<file path="src/rtl/cache_way_ctrl.sv">
// cache_way_ctrl: tag/valid/LRU controller for a 2-way, 8-set cache with
// 8-bit addresses (tag = addr[7:3], set = addr[2:0]). The data arrays and
// the 2:1 way mux live outside this block; it only steers them.
//
// Ports:
//   clk, resetn        rising-edge clock, async active-low reset
//   req, addr          read request (accepted when req && ready)
//   flush              invalidate every line; honoured only while idle
//   memAck, memData    backing-memory fill handshake (one-cycle ack pulse)
//   ready              combinational: idle and not flushing
//   memReq, memAddr    level fill request and its address
//   setIdx             captured set index for both data arrays
//   Sel                way select for the external data mux
//   wrEn0, wrEn1       one-cycle data-array write strobes
//   fillData           registered fill data, valid with wrEn0/wrEn1
//   hit, done          completion pulse and its hit/miss qualifier
module cache_way_ctrl (
    input  logic       clk,
    input  logic       resetn,
    input  logic       req,
    input  logic [7:0] addr,
    input  logic       flush,
    input  logic       memAck,
    input  logic [7:0] memData,
    output logic       ready,
    output logic       memReq,
    output logic [7:0] memAddr,
    output logic [2:0] setIdx,
    output logic       Sel,
    output logic       wrEn0,
    output logic       wrEn1,
    output logic [7:0] fillData,
    output logic       hit,
    output logic       done
);

    typedef enum logic [2:0] {IDLE, LOOKUP, MISS, FILL, RESP} state_t;

    state_t                state_q, state_d;
    logic [7:0]            addr_q, addr_d;
    logic                  sel_q, sel_d;
    logic                  hit_q, hit_d;
    logic                  victim_q, victim_d;
    logic [7:0]            fill_q, fill_d;
    logic [7:0][1:0][4:0]  tag_q, tag_d;
    logic [7:0][1:0]       valid_q, valid_d;
    logic [7:0]            lru_q, lru_d;

    logic [2:0] set_w;
    logic [4:0] tag_w;
    logic       hit0_w, hit1_w;

    assign set_w  = addr_q[2:0];
    assign tag_w  = addr_q[7:3];
    assign hit0_w = valid_q[set_w][0] && (tag_q[set_w][0] == tag_w);
    assign hit1_w = valid_q[set_w][1] && (tag_q[set_w][1] == tag_w);

    always_comb begin
        state_d  = state_q;
        addr_d   = addr_q;
        sel_d    = sel_q;
        hit_d    = hit_q;
        victim_d = victim_q;
        fill_d   = fill_q;
        tag_d    = tag_q;
        valid_d  = valid_q;
        lru_d    = lru_q;
        case (state_q)
            IDLE: begin
                if (flush) begin
                    valid_d = '0;
                end else if (req) begin
                    addr_d  = addr;
                    state_d = LOOKUP;
                end
            end
            LOOKUP: begin
                if (hit0_w || hit1_w) begin
                    // way0 takes priority if both somehow match
                    sel_d        = !hit0_w;
                    lru_d[set_w] = hit0_w;
                    hit_d        = 1'b1;
                    state_d      = RESP;
                end else begin
                    if (!valid_q[set_w][0])      victim_d = 1'b0;
                    else if (!valid_q[set_w][1]) victim_d = 1'b1;
                    else                         victim_d = lru_q[set_w];
                    hit_d   = 1'b0;
                    state_d = MISS;
                end
            end
            MISS: begin
                if (memAck) begin
                    fill_d  = memData;
                    state_d = FILL;
                end
            end
            FILL: begin
                tag_d[set_w][victim_q]   = tag_w;
                valid_d[set_w][victim_q] = 1'b1;
                lru_d[set_w]             = !victim_q;
                sel_d                    = victim_q;
                state_d                  = RESP;
            end
            RESP:    state_d = IDLE;
            default: state_d = IDLE;
        endcase
    end

    always_ff @(posedge clk or negedge resetn) begin
        if (!resetn) begin
            state_q  <= IDLE;
            addr_q   <= '0;
            sel_q    <= 1'b0;
            hit_q    <= 1'b0;
            victim_q <= 1'b0;
            fill_q   <= '0;
            tag_q    <= '0;
            valid_q  <= '0;
            lru_q    <= '0;
        end else begin
            state_q  <= state_d;
            addr_q   <= addr_d;
            sel_q    <= sel_d;
            hit_q    <= hit_d;
            victim_q <= victim_d;
            fill_q   <= fill_d;
            tag_q    <= tag_d;
            valid_q  <= valid_d;
            lru_q    <= lru_d;
        end
    end

    // Strobes decode straight from state so reset removes them without a clock.
    assign ready    = (state_q == IDLE) && !flush;
    assign memReq   = (state_q == MISS);
    assign memAddr  = addr_q;
    assign setIdx   = addr_q[2:0];
    assign Sel      = sel_q;
    assign wrEn0    = (state_q == FILL) && !victim_q;
    assign wrEn1    = (state_q == FILL) &&  victim_q;
    assign fillData = fill_q;
    assign hit      = hit_q;
    assign done     = (state_q == RESP);

endmodule
</file>
<file path="config.mk">
export PLATFORM = sky130hd
export DESIGN_NAME = cache_way_ctrl
export DESIGN_NICKNAME = d
export VERILOG_FILES = /design/src/rtl/cache_way_ctrl.sv
export SDC_FILE = /design/constraint.sdc
export NUM_CORES = 1
export LEC_CHECK = 0
export BUFFER_PORTS_ARGS = -buffer_cell sky130_fd_sc_hd__buf_2
export CORE_MARGIN = 5
export CORE_UTILIZATION = 54
export DETAILED_ROUTE_END_ITERATION = 10
export PLACE_DENSITY = 0.76
export SYNTH_ARGS = -nofsm -noshare
export SYNTH_HDL_FRONTEND = slang
export SYNTH_SLANG_ARGS = --single-unit
</file>
<file path="constraint.sdc">
create_clock -name clk -period 2.7 [get_ports clk]
set_clock_uncertainty 0.15 [all_clocks]
set_input_delay 0.54 -clock clk [delete_from_list [all_inputs] [get_ports clk]]
set_output_delay 0.54 -clock clk [all_outputs]
set_load 0.03 [all_outputs]
</file>
* Word-level counts from Yosys, hierarchy flattened
Cells that the tools add are included.
** Operators by class
- Magnitude comparators :: 4
- Equality and inequality tests :: 11
- Multiplexer cells :: 33
- Bitwise gates (word level) :: 3
- Reductions and logical operators :: 20
** Operator list (number)
- $bwmux W80 :: 1
- $pmux W16 S2 :: 1
- $bmux W10 S3 :: 1
- $demux W10 S3 :: 1
- $mux W10 :: 2
- $bwmux W8 :: 2
- $mux W16 :: 1
- $or A16 B16 Y16 :: 1
- $pmux W8 S2 :: 1
- $mux W3 :: 4
- $pmux W3 S4 :: 1
- $eq A5 B5 Y1 :: 2
- $ne A2 B2 Y1 const B :: 5
- $mux W8 :: 1
- $reduce_and A2 Y1 :: 4
- $logic_and A1 B1 Y1 :: 7
- $mux W1 :: 7
- $bmux W2 S3 :: 1
- $demux W2 S3 :: 1
- $eq A3 B2 Y1 const B :: 2
- $reduce_and A3 Y1 :: 2
- $demux W5 S1 :: 1
- $mux W5 :: 1
- $lt A3 B4 Y1 const B :: 1
- 15 further kinds :: 20
** Word-level totals
- Bits in registers :: 126
- Input bits :: 21
- Output and inout port bits :: 26
- Word-level logic and storage cells :: 102

* Longest topological paths before layout
- Depth after elaboration :: 8
- Depth in mapped cells :: 10
- Gate-level depth less buffers :: 7

* Worst setup path before layout
No wires, ideal clock.
- Path kind :: register to register
- Start :: reg addr_q[0], in the netlist memAddr[0]
- End :: reg sel_q, in the netlist Sel
- Library setup time :: 0.126 ns
- Data arrival time :: 2.704 ns
- Data required time :: 2.424 ns
- Setup slack :: -0.281 ns
- Cell stages (with the launch flop) :: 10
- Path buffers :: 2
- Clock period less this slack :: 2.981 ns
- Cells stage by stage :: dfrtp_1 > buf_6 > buf_6 > mux2i_1 > o2bb2ai_1 > or4_4 > a2111oi_4 > o211a_4 > nor2_2 > a311o_1
** Between the ends
- Longest elaborated chain between the ends :: 7
- Elaborated cells on any way between the ends :: 14
- Those cells by class :: eq/ne: 3; mux: 6; reduce/logical: 5
** RTL lines
- from (decl) :: line 40 : logic [7:0] addr_q, addr_d;
- from (signal assigned) :: line 123 : addr_q <= addr_d;
- $bmux W10 S3 :: line 55, 56
- $mux W10 (not written as such) :: line 56 : assign hit1_w = valid_q[set_w][1] && (tag_q[set_w][1] == tag_w);
- $eq A5 B5 Y1 (on tied branches) :: line 55, 56
- $logic_and A1 B1 Y1 (on tied branches) :: line 55, 56
- $logic_not A1 Y1 or $logic_or A1 B1 Y1 (tied branches) :: line 80, 78
- $mux W1 or $ne A2 B2 Y1 (tied branches)
- $pmux W1 S2 or $reduce_and A2 Y1 (tied branches)
- to (signal assigned) :: line 124 : sel_q <= sel_d;
- to (decl) :: line 41 : logic sel_q, sel_d;
Several ways; a longest one is shown, not always the timed one. The select of a mux whose other input is x is not followed.
A chain may end at the register's enable or synchronous reset.

* Final worst setup path
- Start :: reg addr_q[0], in the netlist memAddr[0]
- End :: reg lru_q[5]
** Between the ends
- Longest elaborated chain between the ends :: 7
- Elaborated cells on any way between the ends :: 20
- Those cells by class :: order compare: 2; eq/ne: 3; mux: 10; reduce/logical: 5
** RTL lines
- $lt A3 B4 Y1 (not written as such), or another cell as far along :: line 81, 101
- $logic_and A1 B1 Y1 (not written as such) or $mux W10 (tied branches) :: line 81, 101, 56
- $mux W1 (not written as such), or another cell as far along :: line 81, 101
- $demux W1 S3, or another cell as far along :: line 81, 101
- $bwmux W8 or $logic_or A1 B1 Y1 (tied branches) :: line 81, 78
- $mux W8 or $ne A2 B2 Y1 (tied branches)
- $pmux W8 S2 or $reduce_and A2 Y1 (tied branches)
- to (signal assigned) :: line 130 : lru_q <= lru_d;
- to (decl) :: line 47 : logic [7:0] lru_q, lru_d;
Several ways; a longest one is shown, not always the timed one. The select of a mux whose other input is x is not followed.

==> run_results.csv <==
group,metric,value,unit
run,maxCapViolations,0,
setup_path,critPathCaptureType,"flop",
clock_tree,cts_buffers,17,
routing,firstDrtPassIters,7,
placed_design,portBuffers,46,
placed_design,dp_cells,708,
logic_synthesis,async_reset_ff_frac,1.00,
routing,drt-initial-drc-count,312,
timing,hold_viol,0,
timing,maxSlewViolCount,0,
setup_path,worstPathRequired,2.98,ns
die,initial_core_util,0.555,
clock_tree,cts_buffer_depth,2,
routing,vias,4491,
die,core,10900,um2
setup_path,path_max_fanout,8,
global_route,grtUsageTotal,0.252,
die,die_x,116,um
timing,timing.final.crit_share,1.01,
logic_synthesis,yosysWarningCount,0,
global_route,antenna_found_initial,0,
timing,worst_pin_slew,0.727,ns
timing,final-setup-viol-count,4,
status,violations,"setup timing",
timing,rsz0062_at_grt,"yes",
die,ioPinCount,47,
global_route,grt_pass1_wl,25.5,mm
finish,drive_gt1_frac,0.439,
timing,holdWs,0.0938,ns
min_path,hold_class,"primary input to flop",
die,dieArea,13400,um2
routing,ant_nets,0,
die,fp.dieH,116,um
clock_tree,clock_latency,0.53,ns
global_route,grt_start_max_net_pins,82,
global_route,overflow,0,
timing,finalCriticalPeriod,2.73,ns
clock_tree,htreeDepth,4,
setup_path,cp-start-kind,"flop",
logic_synthesis,synth_enable_flop_cells,0,
status,run_status,"complete, but fails checks",
logic_synthesis,synthFlopType,"dfrtp_1",
logic_synthesis,ys_types,53,
logic_synthesis,yosysSeqAreaShare,0.522,
pwr,vdd_drop_max,0.865,mV
die,num_rows,38,
global_route,grt_pass1_vias,4656,
min_path,worstHoldPathCells,2,
clock_tree,cts_sinks,126,
timing,relSlewSlack,0.514,
logic_synthesis,syn_area,6040,um2
logic_synthesis,syn-instance-count,495,
routing,drc,0,
finish,fin_cells,746,
timing,final.setup.worst_slack,-0.0314,ns
clock_tree,cts_root_buf,"clkbuf_8",
routing,wl_per_cell,21.6,um
placed_design,hpwlAfterDp,10.8,mm
logic_synthesis,syn-mean-instance-area,12.2,um2
clock_tree,cts_tree,"built",
logic_synthesis,ys_seq_elements,126,
setup_path,r2r.worst_path.cells,9,
clock_tree,cts.clk_slew.worst_paths,0.06,ns
placed_design,gp_congestion,0.943,
finish,area_growth,25.2,%
setup_path,crit_type,"flop to flop",
placed_design,place_ws,-0.0728,ns
setup_path,arrival,3.01,ns
finish,nets,614,
routing,routed_via_density,6.02,
routing,wl,16.1,mm
pwr,p_per_area,1210,nW/um2
pwr,leakage,3.62,nW
logic_synthesis,syn-num-nets,516,
timing,max_freq,366,MHz
finish,antenna_cells,0,
placed cells by master (no fill, tap or decap), drive strengths merged, types with 2 or more instances in the layout:
cell type / instances
nand3: 3
mux2: 89
inv: 7
and2: 3
nand2b: 4
dfrtp: 126
nor4: 4
mux4: 5
clkinvlp: 4
clkbuf: 24
o2111ai: 2
a21boi: 4
bufinv: 2
a21oi: 20
buf: 109
a31oi: 6
o31ai: 4
a22oi: 16
nor2b: 3
nor2: 16
and3: 7
o21a: 12
nor3b: 3
o22ai: 2
o21ai: 17
a221oi: 4
mux2i: 36
clkinv: 4
nor3: 7
a211oi: 2
nand2: 43
o21bai: 4
sequential cells by signal, indices dropped and copies added, names as in the netlist:
name / cells
tag_q: 80
valid_q: 16
fillData: 8
lru_q: 8
memAddr: 8
state_q: 3
Sel: 1
hit: 1
victim_q: 1
logic make-up after synthesis:
logic type	count (synthesis)	synth area share
AOI/OAI and AO/OA	100	0.116
buffers and inverters	40	0.0340
DFF	126	0.522
muxes	130	0.246
and+or+nand+nor	99	0.0827
repair_timing:
item | in CTS | in global routing
hold endpoints to repair | 14 | 0
buffers inserted | 2 | 3
endpoints found under the setup margin | 8 | 13
resized for setup | 8 | 30
hold buffers | 1 | 0
pin swaps | 3 | 8
metrics by stage:
step	util	instance area (um2)	total power, mW	setup TNS (ns)
after floorplan	-	6070	5.27	-0.269
after CTS	0.680	7410	8.81	-0.227
after global placement	0.623	6780	6.40	-0.00760
after detailed placement	0.623	6780	6.53	-0.222
after global routing	0.695	7560	9.56	-0.638
final	0.695	7560	9.15	-0.0932
metal layers:
metal / wire length, um / vias to the layer above / track usage
li1: - / 2017 / -
met1: 6660 / 2282 / 0.335
met2: 8150 / 159 / 0.419
met3: 954 / 33 / 0.0512
met4: 333 / 0 / 0.0820
met5: 0 / - / 0
final timing paths:
check / start / end / slack, ns
setup / recovery: memAddr[0] / lru_q[5] / -0.03
setup reg to reg: memAddr[0] / lru_q[5] / -0.03
hold reg to reg: tag_q[18] / tag_q[18] / 0.33
max in group asynchronous: resetn / memAddr[2] / 1.43
hold / removal: memData[5] / fillData[5] / 0.09
min in group asynchronous: resetn / fillData[2] / 0.27
worst max-delay path, cell delays in order (launching register included):
cell	delay (ns)
dfrtp_2	0.43
buf_8	0.16
mux2i_2	0.23
o2bb2ai_2	0.08
or4_4	0.54
a2111oi_4	0.34
o211a_4	0.26
buf_4	0.14
o21bai_1	0.09
a211oi_1	0.21
final cells by class:
| type | instances | area, um2 |
|---|---|---|
| clock buffers | 23 | 457 |
| clock inverters | 9 | 110 |
| fillers | 761 | 3330 |
| inverters | 8 | 35.0 |
| multi-input cells | 329 | 2830 |
| flip-flops and latches | 126 | 3160 |
| well taps | 140 | 175 |
| repair buffers | 111 | 803 |
power by group:
part	internal [mW]	leakage (nW)	switching (mW)	total (mW)
Combinational	1.77	1.67	2.25	4.03
Sequential	2.45	1.68	0.478	2.93
Clock	1.36	0.269	0.831	2.19
cell usage after synthesis (5+ instances only):
master,number,area share
o21ai_1,6,0.0050
o21a_1,12,0.015
a21oi_1,20,0.017
clkbuf_1,17,0.011
a22oi_1,16,0.020
nand2_1,43,0.027
dfrtp_1,126,0.52
mux2i_1,36,0.060
a31oi_1,6,0.0062
o21ai_0,11,0.0091
mux4_2,5,0.019
and3_1,7,0.0073
buf_2,5,0.0041
nor2_1,15,0.0093
mux2_2,86,0.16
buf_4,5,0.0062
inv_1,6,0.0037
nor3_1,6,0.0050
Note: power is estimated with default switching activity, not from simulation.
